`config.mk`:
```
export PLATFORM = sky130hd
export DESIGN_NAME = wb_queue_flat
export DESIGN_NICKNAME = d
export VERILOG_FILES = /design/src/rtl/wb_queue_if.sv /design/src/rtl/wb_queue.sv /design/src/flat_wrapper.sv
export SDC_FILE = /design/constraint.sdc
export NUM_CORES = 1
export LEC_CHECK = 0
export CORE_UTILIZATION = 42
export CTS_BUF_LIST = sky130_fd_sc_hd__clkbuf_4
export CTS_CLUSTER_SIZE = 12
export DETAILED_ROUTE_END_ITERATION = 8
export PLACE_DENSITY = 0.6
export SLEW_MARGIN = 20
export SYNTH_ARGS = -nofsm -noshare
export SYNTH_HDL_FRONTEND = slang
export SYNTH_SLANG_ARGS = --single-unit
```
`constraint.sdc`:
```
create_clock -name clk -period 7.5 [get_ports clk]
set_clock_uncertainty 0.1 [all_clocks]
set_input_delay 0.75 -clock clk [delete_from_list [all_inputs] [get_ports clk]]
set_output_delay 0.75 -clock clk [all_outputs]
set_load 0.01 [all_outputs]
```
`src/rtl/wb_queue_if.sv`:
```
// wb_queue_if: pipeline/multi-cycle writeback requests, register-file write port and bypass lookup.
interface wb_queue_if;
    logic        p_valid;
    logic [4:0]  p_addr;
    logic [31:0] p_data;
    logic [31:0] p_pc;
    logic        m_valid;
    logic        m_ready;
    logic [4:0]  m_addr;
    logic [31:0] m_data;
    logic [31:0] m_pc;
    logic        rf_we;
    logic [4:0]  rf_a3;
    logic [31:0] rf_wd;
    logic [31:0] rf_pc;
    logic        stall;
    logic [4:0]  q_a;
    logic        q_hit;
    logic [31:0] q_data;
    modport master (
        output p_valid, p_addr, p_data, p_pc, m_valid, m_addr, m_data, m_pc, q_a,
        input  m_ready, stall, rf_we, rf_a3, rf_wd, rf_pc, q_hit, q_data
    );
    modport slave (
        input  p_valid, p_addr, p_data, p_pc, m_valid, m_addr, m_data, m_pc, q_a,
        output m_ready, stall, rf_we, rf_a3, rf_wd, rf_pc, q_hit, q_data
    );
endinterface

```
`src/rtl/wb_queue.sv`:
```
// wb_queue: 4-entry in-order writeback queue merging pipeline and multi-cycle results onto one RF port.
// Define WB_TRACE_EN to print every register-file write.
module wb_queue (
    input logic       clk,
    input logic       reset,
    wb_queue_if.slave bus
);
    logic [4:0]  f_addr [4];
    logic [31:0] f_data [4];
    logic [31:0] f_pc   [4];
    logic [2:0]  count;
    logic [1:0]  rd, wr;
    logic        p_en, m_en, deq;
    logic        rf_we;
    logic [4:0]  rf_a3;
    logic [31:0] rf_wd, rf_pc;
    logic        hit;
    logic [31:0] hit_data;
    assign bus.stall   = count >= 3'd3;
    assign bus.m_ready = count <= 3'd2;
    // Writes to $0 are dropped here, but the m handshake still completes.
    assign p_en = bus.p_valid && bus.p_addr != 5'd0;
    assign m_en = bus.m_valid && bus.m_ready && bus.m_addr != 5'd0;
    assign deq  = count != 3'd0;
    assign bus.rf_we = rf_we;
    assign bus.rf_a3 = rf_a3;
    assign bus.rf_wd = rf_wd;
    assign bus.rf_pc = rf_pc;
    always_ff @(posedge clk) begin
        if (reset) begin
            count <= 3'd0;
            rd    <= 2'd0;
            wr    <= 2'd0;
            rf_we <= 1'b0;
            rf_a3 <= 5'd0;
            rf_wd <= 32'd0;
            rf_pc <= 32'd0;
        end else begin
            if (p_en) begin
                f_addr[wr] <= bus.p_addr;
                f_data[wr] <= bus.p_data;
                f_pc[wr]   <= bus.p_pc;
            end
            if (m_en) begin
                f_addr[wr + 2'(p_en)] <= bus.m_addr;
                f_data[wr + 2'(p_en)] <= bus.m_data;
                f_pc[wr + 2'(p_en)]   <= bus.m_pc;
            end
            wr    <= wr + 2'(p_en) + 2'(m_en);
            rd    <= rd + 2'(deq);
            count <= count + 3'(p_en) + 3'(m_en) - 3'(deq);
            rf_we <= deq;
            if (deq) begin
                rf_a3 <= f_addr[rd];
                rf_wd <= f_data[rd];
                rf_pc <= f_pc[rd];
            end
        end
    end
    // Scan oldest to newest so the youngest match wins; the RF register is older than any entry.
    always_comb begin
        hit      = rf_we && rf_a3 == bus.q_a;
        hit_data = hit ? rf_wd : 32'd0;
        for (int i = 0; i < 4; i++)
            if (3'(i) < count && f_addr[rd + 2'(i)] == bus.q_a) begin
                hit      = 1'b1;
                hit_data = f_data[rd + 2'(i)];
            end
    end
    assign bus.q_hit  = hit && bus.q_a != 5'd0;
    assign bus.q_data = bus.q_hit ? hit_data : 32'd0;
`ifdef WB_TRACE_EN
    always_ff @(posedge clk)
        if (rf_we) $display("@%08h: $%d <= %08h", rf_pc, rf_a3, rf_wd);
`endif
endmodule

```
`src/flat_wrapper.sv`:
```
// flat-port wrapper written by rule: the top's interface ports become plain ports
module wb_queue_flat 
  (clk, reset, bus_p_valid, bus_p_addr, bus_p_data, bus_p_pc, bus_m_valid, bus_m_addr, bus_m_data, bus_m_pc, bus_q_a, bus_m_ready, bus_stall, bus_rf_we, bus_rf_a3, bus_rf_wd, bus_rf_pc, bus_q_hit, bus_q_data);
  wb_queue_if bus_i ();
  input logic clk;
  input logic reset;
  input wire logic [$bits(bus_i.p_valid)-1:0] bus_p_valid;
  input wire logic [$bits(bus_i.p_addr)-1:0] bus_p_addr;
  input wire logic [$bits(bus_i.p_data)-1:0] bus_p_data;
  input wire logic [$bits(bus_i.p_pc)-1:0] bus_p_pc;
  input wire logic [$bits(bus_i.m_valid)-1:0] bus_m_valid;
  input wire logic [$bits(bus_i.m_addr)-1:0] bus_m_addr;
  input wire logic [$bits(bus_i.m_data)-1:0] bus_m_data;
  input wire logic [$bits(bus_i.m_pc)-1:0] bus_m_pc;
  input wire logic [$bits(bus_i.q_a)-1:0] bus_q_a;
  output wire logic [$bits(bus_i.m_ready)-1:0] bus_m_ready;
  output wire logic [$bits(bus_i.stall)-1:0] bus_stall;
  output wire logic [$bits(bus_i.rf_we)-1:0] bus_rf_we;
  output wire logic [$bits(bus_i.rf_a3)-1:0] bus_rf_a3;
  output wire logic [$bits(bus_i.rf_wd)-1:0] bus_rf_wd;
  output wire logic [$bits(bus_i.rf_pc)-1:0] bus_rf_pc;
  output wire logic [$bits(bus_i.q_hit)-1:0] bus_q_hit;
  output wire logic [$bits(bus_i.q_data)-1:0] bus_q_data;
  assign bus_i.p_valid = bus_p_valid;
  assign bus_i.p_addr = bus_p_addr;
  assign bus_i.p_data = bus_p_data;
  assign bus_i.p_pc = bus_p_pc;
  assign bus_i.m_valid = bus_m_valid;
  assign bus_i.m_addr = bus_m_addr;
  assign bus_i.m_data = bus_m_data;
  assign bus_i.m_pc = bus_m_pc;
  assign bus_i.q_a = bus_q_a;
  assign bus_m_ready = bus_i.m_ready;
  assign bus_stall = bus_i.stall;
  assign bus_rf_we = bus_i.rf_we;
  assign bus_rf_a3 = bus_i.rf_a3;
  assign bus_rf_wd = bus_i.rf_wd;
  assign bus_rf_pc = bus_i.rf_pc;
  assign bus_q_hit = bus_i.q_hit;
  assign bus_q_data = bus_i.q_data;
  wb_queue u_core (.clk(clk), .reset(reset), .bus(bus_i));
endmodule
```
==> results of run 1 <==
-- stage by stage --
stage / hold WS (ps) / worst slack (ps) / util (%) / power (W) / std cells
2_1_floorplan: 376 / 815 / - / 0.00508 / 1635
3_3_place_gp: 340 / 2180 / 49.0 / 0.00622 / 2379
3_5_place_dp: 345 / 2060 / 49.0 / 0.00625 / 2379
4_1_cts: 159 / 1280 / 51.8 / 0.00811 / 2565
5_1_grt: 227 / 1120 / 51.8 / 0.00848 / 2567
6_report: 262 / 1350 / 51.8 / 0.00802 / 2568
-- worst max-delay path by stage --
stage	start	endpoint	depth (start not counted)
after detailed placement	bus_p_addr[3]	u_core.f_data[1][24]	9
after CTS	u_core.rd[0]	bus_q_data[31]	8
after global placement	bus_p_addr[3]	u_core.f_data[1][24]	9
after global routing	u_core.rd[1]	bus_q_data[13]	8
after floorplan	bus_p_addr[3]	u_core.f_addr[3][0]	5
final	u_core.rd[0]	bus_q_data[31]	8
-- sequential cells by signal, summed over array words and instances (netlist names) --
signal	cells
u_core.f_pc	128
u_core.bus.rf_wd	32
u_core.bus.rf_a3	5
u_core.count	3
u_core.f_addr	20
u_core.rd	2
u_core.bus.rf_we	1
u_core.f_data	128
u_core.bus.rf_pc	32
u_core.wr	2
-- where the power goes --
| part | switching, W | total [W] | internal [W] | leakage [nW] |
|---|---|---|---|---|
| registers | 0.000341 | 0.00294 | 0.00260 | 3.16 |
| clock network | 0.000862 | 0.00183 | 0.000968 | 0.799 |
| logic | 0.00180 | 0.00325 | 0.00145 | 4.18 |
| total | 0.00300 | 0.00802 | 0.00502 | 8.15 |
-- logic make-up after synthesis --
group | count (synthesis)
AOI/OAI and AO/OA | 304
xor gates and xnor gates | 29
adders and majority gates | 8
buffers and inverters | 146
DFF | 353
muxes | 487
and+or+nand+nor | 308
-- metal layers --
layer	global-route usage, %	wire length (um)
met1	29.2	24200
met5	0	111
met3	6.20	4140
met4	8.92	1510
met2	40.1	27900
-- area by class of cell --
cell class,count,area [um^2]
clock buffers,161,1210
fillers,4128,22500
inverters,10,38.8
flip-flops and latches,353,9840
repair buffers,273,2690
multi-input cells,1136,9590
well taps,607,759
clock inverters,25,103
diodes,3,7.51
-- worst register-to-register path: stages (launching register included) --
cell,delay [ps]
dfxtp_1,400
inv_1,100
ha_1,190
mux2i_1,430
o211ai_1,380
nor3b_1,640
nand2b_4,430
nand2_4,750
buf_4,400
-- synth_stat cells, types with 2 or more instances --
master / number / share of area [%]
mux2_2: 310 / 17
edfxtp_1: 276 / 41
nand2_1: 210 / 3.9
a21oi_1: 151 / 3.8
mux2i_1: 125 / 6.2
dfxtp_1: 77 / 7.7
nor2_1: 74 / 1.4
clkbuf_1: 67 / 1.3
mux4_2: 43 / 4.8
a22oi_1: 32 / 1.2
o21a_1: 32 / 1.2
o22ai_1: 32 / 1.0
buf_2: 28 / 0.70
buf_1: 24 / 0.45
a211oi_1: 19 / 0.71
xnor2_1: 16 / 0.70
a21oi_2: 15 / 0.66
a211oi_2: 13 / 0.81
xor2_1: 13 / 0.57
buf_6: 11 / 0.62
inv_1: 9 / 0.17
mux4_1: 9 / 1.2
ha_1: 6 / 0.37
o21ai_0: 6 / 0.15
buf_4: 5 / 0.19
nor2b_1: 4 / 0.12
nor3_1: 3 / 0.075
or4_1: 3 / 0.11
fa_1: 2 / 0.20
nand4_1: 2 / 0.062
nor4_1: 2 / 0.062
==> metrics.txt, run 1 <==
status=finished with violations; failing checks=DRC; share of cells above drive strength 1=30.4%; final hold vios=0; Ys Warns=0; flops & latches, synth=353; CTS tree=done; sequential area share after synthesis=49.1%; setup slack, reg-to-reg=3360 ps; FP Rows=79; CTS buffer count=100; Slowest cell on crit path=and2_2; Crit Path Max Fanout=41; count of buffers from port buffering=251; fraction of synthesized area in multiplexers=29.7%; post-DP HPWL=34000 um; Slew Viols, Final=0; crit-path max cell delay=870 ps; ys flop type=edfxtp_1; Simple-Gate Fraction of Synth Area=6.16%; routed via count divided by cell count=5.60; RR Startpoint=u_core.count[2]; antenna violations before repair=11; DRT antenna net count=0; vias post-DR=14.4k; Hold Path Class=input port to flip-flop; largest net degree at the start of global routing=97; die height=220 um; postcts setup bufs=0; Gate Count Post-Synth=1635; count of unique library cells instantiated by Yosys=47; Syn Area/Cell=12.3 um^2; CTS resizes=0; area post-placement=22900 um^2; fin area=24200 um^2; Cell Area, Synth=20000 um^2; clock root buffer=clkbuf_4; H-tree depth=3; Initial Utilization=42.8%; final wirelength=57800 um; Crit path buffers/inverters=1; reg2reg path depth=8; fin crit period=6150 ps; Critical Path RT=6650 ps; cell family with most CP delay=simple AND/OR/NAND/NOR gates; # DRC=32; Worst-path clk slew=70 ps; final worst-path cycle share=81.9%; XOR/XNOR Fraction of Synth Area=1.27%; Setup violations, final=0; complex-gate fraction of the synthesized area=9.75%; CP Capture Type=output pin; # clock sinks=353; Die Area=48600 um^2; Final nets=2029; fraction of registers with async set/reset=0%; total global routing track utilization=23.8%; total of max-cap violations=0; GPL Wtd Cong=0.799; largest family of logic cells by synthesized area=multiplexers; First DRT Iteration DRCs=911; min-delay src=reset; vias in the first global route=14.5k; area of the core=46800 um^2; Hold Path End=u_core.rd[1]; first-pass GRT wire length=86100 um; Chip Width=220 um; Post-synth EDFFs=276; PD cells=331 nW/um^2; cell leakage power=8.15 nW; Layout area overhead=21.0%; Least-Margin Pin Slew=1140 ps; total gr overflow=0; crit-path cells=mux4_2 > xor2_1 > nor4_2 > and2_2 > a22oi_1 > a211oi_1 > o21a_1 > clkdlybuf4s50_1; Worst-Skew Late Latency=830 ps; Routed WL per cell=22.5 um; Hold-fix buffers, CTS=0; most common cell after layout, fill and taps aside=mux2_2; WHS Path Cells=2; setup TNS=0 ps; crit path kind=flip-flop to output pin; first drt pass iteration count=8; adder-cell share of the synthesized area=0.575%; worst vdd ir=0.263 mV; Clock Tree Buf Depth=3; Critical Path AT=5300 ps; Max Clk Rate=0.163 GHz; CP Launch Type=flip-flop; unrepaired setup endpoints after global routing=no; Slew headroom=23.8%; syn_nets=1790; r2r endpoint=u_core.f_data[1][26]; most frequent cells in the layout=310 x mux2_2, 276 x edfxtp_1, 250 x clkdlybuf4s50_1; Ports=252
Power figures use the tool's default switching activity.
==> inputs of run 2 (changes only) <==
==> constraint.sdc (replaced) <==
create_clock -name clk -period 6.1 [get_ports clk]
set_clock_uncertainty 0.1 [all_clocks]
set_input_delay 0.61 -clock clk [delete_from_list [all_inputs] [get_ports clk]]
set_output_delay 0.61 -clock clk [all_outputs]
set_load 0.01 [all_outputs]
==> run 2 against run 1 <==
Net effect:
- the run still ends with DRC left
- highest routed layer unchanged
- core utilization is 0.34 points higher
- register-to-register slack worse by 1100 ps
- final area is 0.66% higher
- non-clock buffer count is 5 higher
- clock-buffer cell count is 4 higher
- sequential power is 21% higher
- setup slack worse by 910 ps
- routed wire length is 0.81% lower
- power is 24% higher
==> metrics.txt, run 2 (synthesis gave the netlist of run 1 again) <==
Routed WL per cell=22.3 um (-0.92%); Hold Path Class=input port to flip-flop; area of the core=46800 um^2 (unchanged); most common cell after layout, fill and taps aside=mux2_2; postcts setup bufs=0 (unchanged); Max Clk Rate=0.177 GHz; biggest regs=u_core.f_data x128, u_core.f_pc x128; CP Capture Type=output pin; CP Launch Type=flip-flop; CTS tree=done; WHS Path Cells=2 (unchanged); CTS resizes=0 (unchanged); Reg power frac=35.7% (-1.0 points); total global routing track utilization=23.8% (-0.058 points); largest net degree at the start of global routing=141 (+45%); Initial Utilization=42.8% (unchanged); final hold vios=0 (unchanged); fin crit period=5660 ps; Least-Margin Pin Slew=1110 ps (-33.9 ps); most frequent cells in the layout=310 x mux2_2, 276 x edfxtp_1, 250 x clkdlybuf4s50_1; H-tree depth=3 (unchanged); first drt pass iteration count=9 (+1); count of buffers from port buffering=251 (unchanged); die height=220 um (unchanged); # clock sinks=353 (unchanged); Die Area=48600 um^2 (unchanged); setup ws final=442 ps (-913 ps); Switching Power=0.00363 W (+21%); post-place setup slack=1170 ps (-891 ps); crit-path cells=mux4_2 > xnor2_1 > nand2_1 > or3_2 > buf_4 > nand2_2 > o22ai_1 > o21a_1 > clkdlybuf4s50_1; Net Sw Frac=36.6% (-0.81 points); final wirelength=57400 um (-0.81%); GPL Wtd Cong=0.796 (-0.31%); logic gate share of total power=40.8% (+0.3 points); crit path kind=flip-flop to output pin; unrepaired setup endpoints after global routing=no; total gr overflow=0 (unchanged); Chip Width=220 um (unchanged); cell family with most CP delay=simple AND/OR/NAND/NOR gates; vias in the first global route=14.5k (+0.083%); Hold WS=141 ps (-122 ps); placed cells=2384 (+0.21%); routed via count divided by cell count=5.59 (-0.17%); Setup violations, final=0 (unchanged); Critical Path AT=4950 ps (-350 ps); setup TNS=0 ps (unchanged); crit-path max cell delay=790 ps (-80 ps); share of cells above drive strength 1=30.8% (+0.32 points); # DRC=26 (-19%); Pwr Total=0.00994 W (+24%); Fill cells=4171 (+1.0%); failing checks=DRC; reg2reg path depth=8 (unchanged); Final nets=2030 (+0.049%); Ports=252 (unchanged); DRT antenna net count=0 (unchanged); Clock Tree Buf Depth=3 (unchanged); worst vdd ir=0.220 mV (-16%); clock network fraction of total power=23.5% (+0.7 points); Final Non-Filler Cells=2571 (+0.12%); Slew Viols, Final=0 (unchanged); Slowest cell on crit path=dfxtp_4; Worst-path clk slew=70 ps (about the same); Slew headroom=26.1% (+2.3 points); total stage count of the critical path=9 (+1); vias post-DR=14.4k (-0.056%); FP Rows=79 (unchanged); Layout area overhead=21.8%; P_int=0.00630 W (+25%); total of max-cap violations=0 (unchanged); Crit Path Max Fanout=42 (+2.4%); cell leakage power=8.20 nW (+0.64%); Critical Path RT=5390 ps (-1260 ps); first-pass GRT wire length=86200 um (about the same); status=finished with violations; Worst-Skew Late Latency=870 ps (+40 ps); post-DP HPWL=33700 um (-1.1%); PD cells=407 nW/um^2 (+23%); First DRT Iteration DRCs=847 (-7.0%); clock root buffer=clkbuf_4; final worst-path cycle share=92.8%; Hold-fix buffers, CTS=0 (unchanged); Crit path buffers/inverters=2 (+1); CTS buffer count=96 (-4.0%); antenna violations before repair=10 (-1)
run 2: routing by layer:
| metal | share of wire [%] | global-route usage, % | wire, um |
|---|---|---|---|
| met1 | 43 | 29.7 | 24500 |
| met2 | 48 | 39.4 | 27500 |
| met3 | 7.1 | 6.91 | 4060 |
| met4 | 2.0 | 7.77 | 1120 |
| met5 | 0.18 | 0 | 103 |
run 2: power groups by stage:
stage	Combinational (W)	Clock (W)	Sequential, W
detailed placement	0.00407	0	0.00360
floorplan	0.00269	0	0.00355
global route	0.00440	0.00252	0.00361
global placement	0.00405	0	0.00359
finish	0.00405	0.00233	0.00355
CTS	0.00409	0.00239	0.00355
run 2: worst reg2reg max path: stages (launching register included):
cell and delay (ps):
dfxtp_1 410, inv_1 100, ha_1 200, mux2i_1 440, o211ai_1 380, nor3b_1 620
nand2b_4 490, nand2_4 200, buf_4 480
run 2: through the flow:
stage               util (%)  instance area (um^2)
CTS                     52.1                 24400
global route            52.2                 24400
detailed placement      49.2                 23000
floorplan                  -                 20000
global placement        49.2                 23000
finish                  52.2                 24400
run 2: cell type report:
type | count | area [um^2] | share of cell area, %
sequential | 353 | 9840 | 40.3
multi-input combinational | 1136 | 9590 | 39.3
timing repair buffer | 278 | 2790 | 11.4
clock buffer | 165 | 1240 | 5.08
tap | 607 | 759 | 3.11
clock inverter | 15 | 123 | 0.503
inverter | 10 | 38.8 | 0.159
antenna | 7 | 17.5 | 0.0718
run 2: path summary, 6_finish.rpt:
check / from / to / slack [ps]
max: u_core.rd[1] / bus_q_data[30] / 440
min: reset / u_core.wr[1] / 140
max reg2reg: u_core.count[2] / u_core.f_data[1][14] / 2280
min reg2reg: u_core.bus.rf_pc[28] / u_core.bus.rf_pc[28] / 350
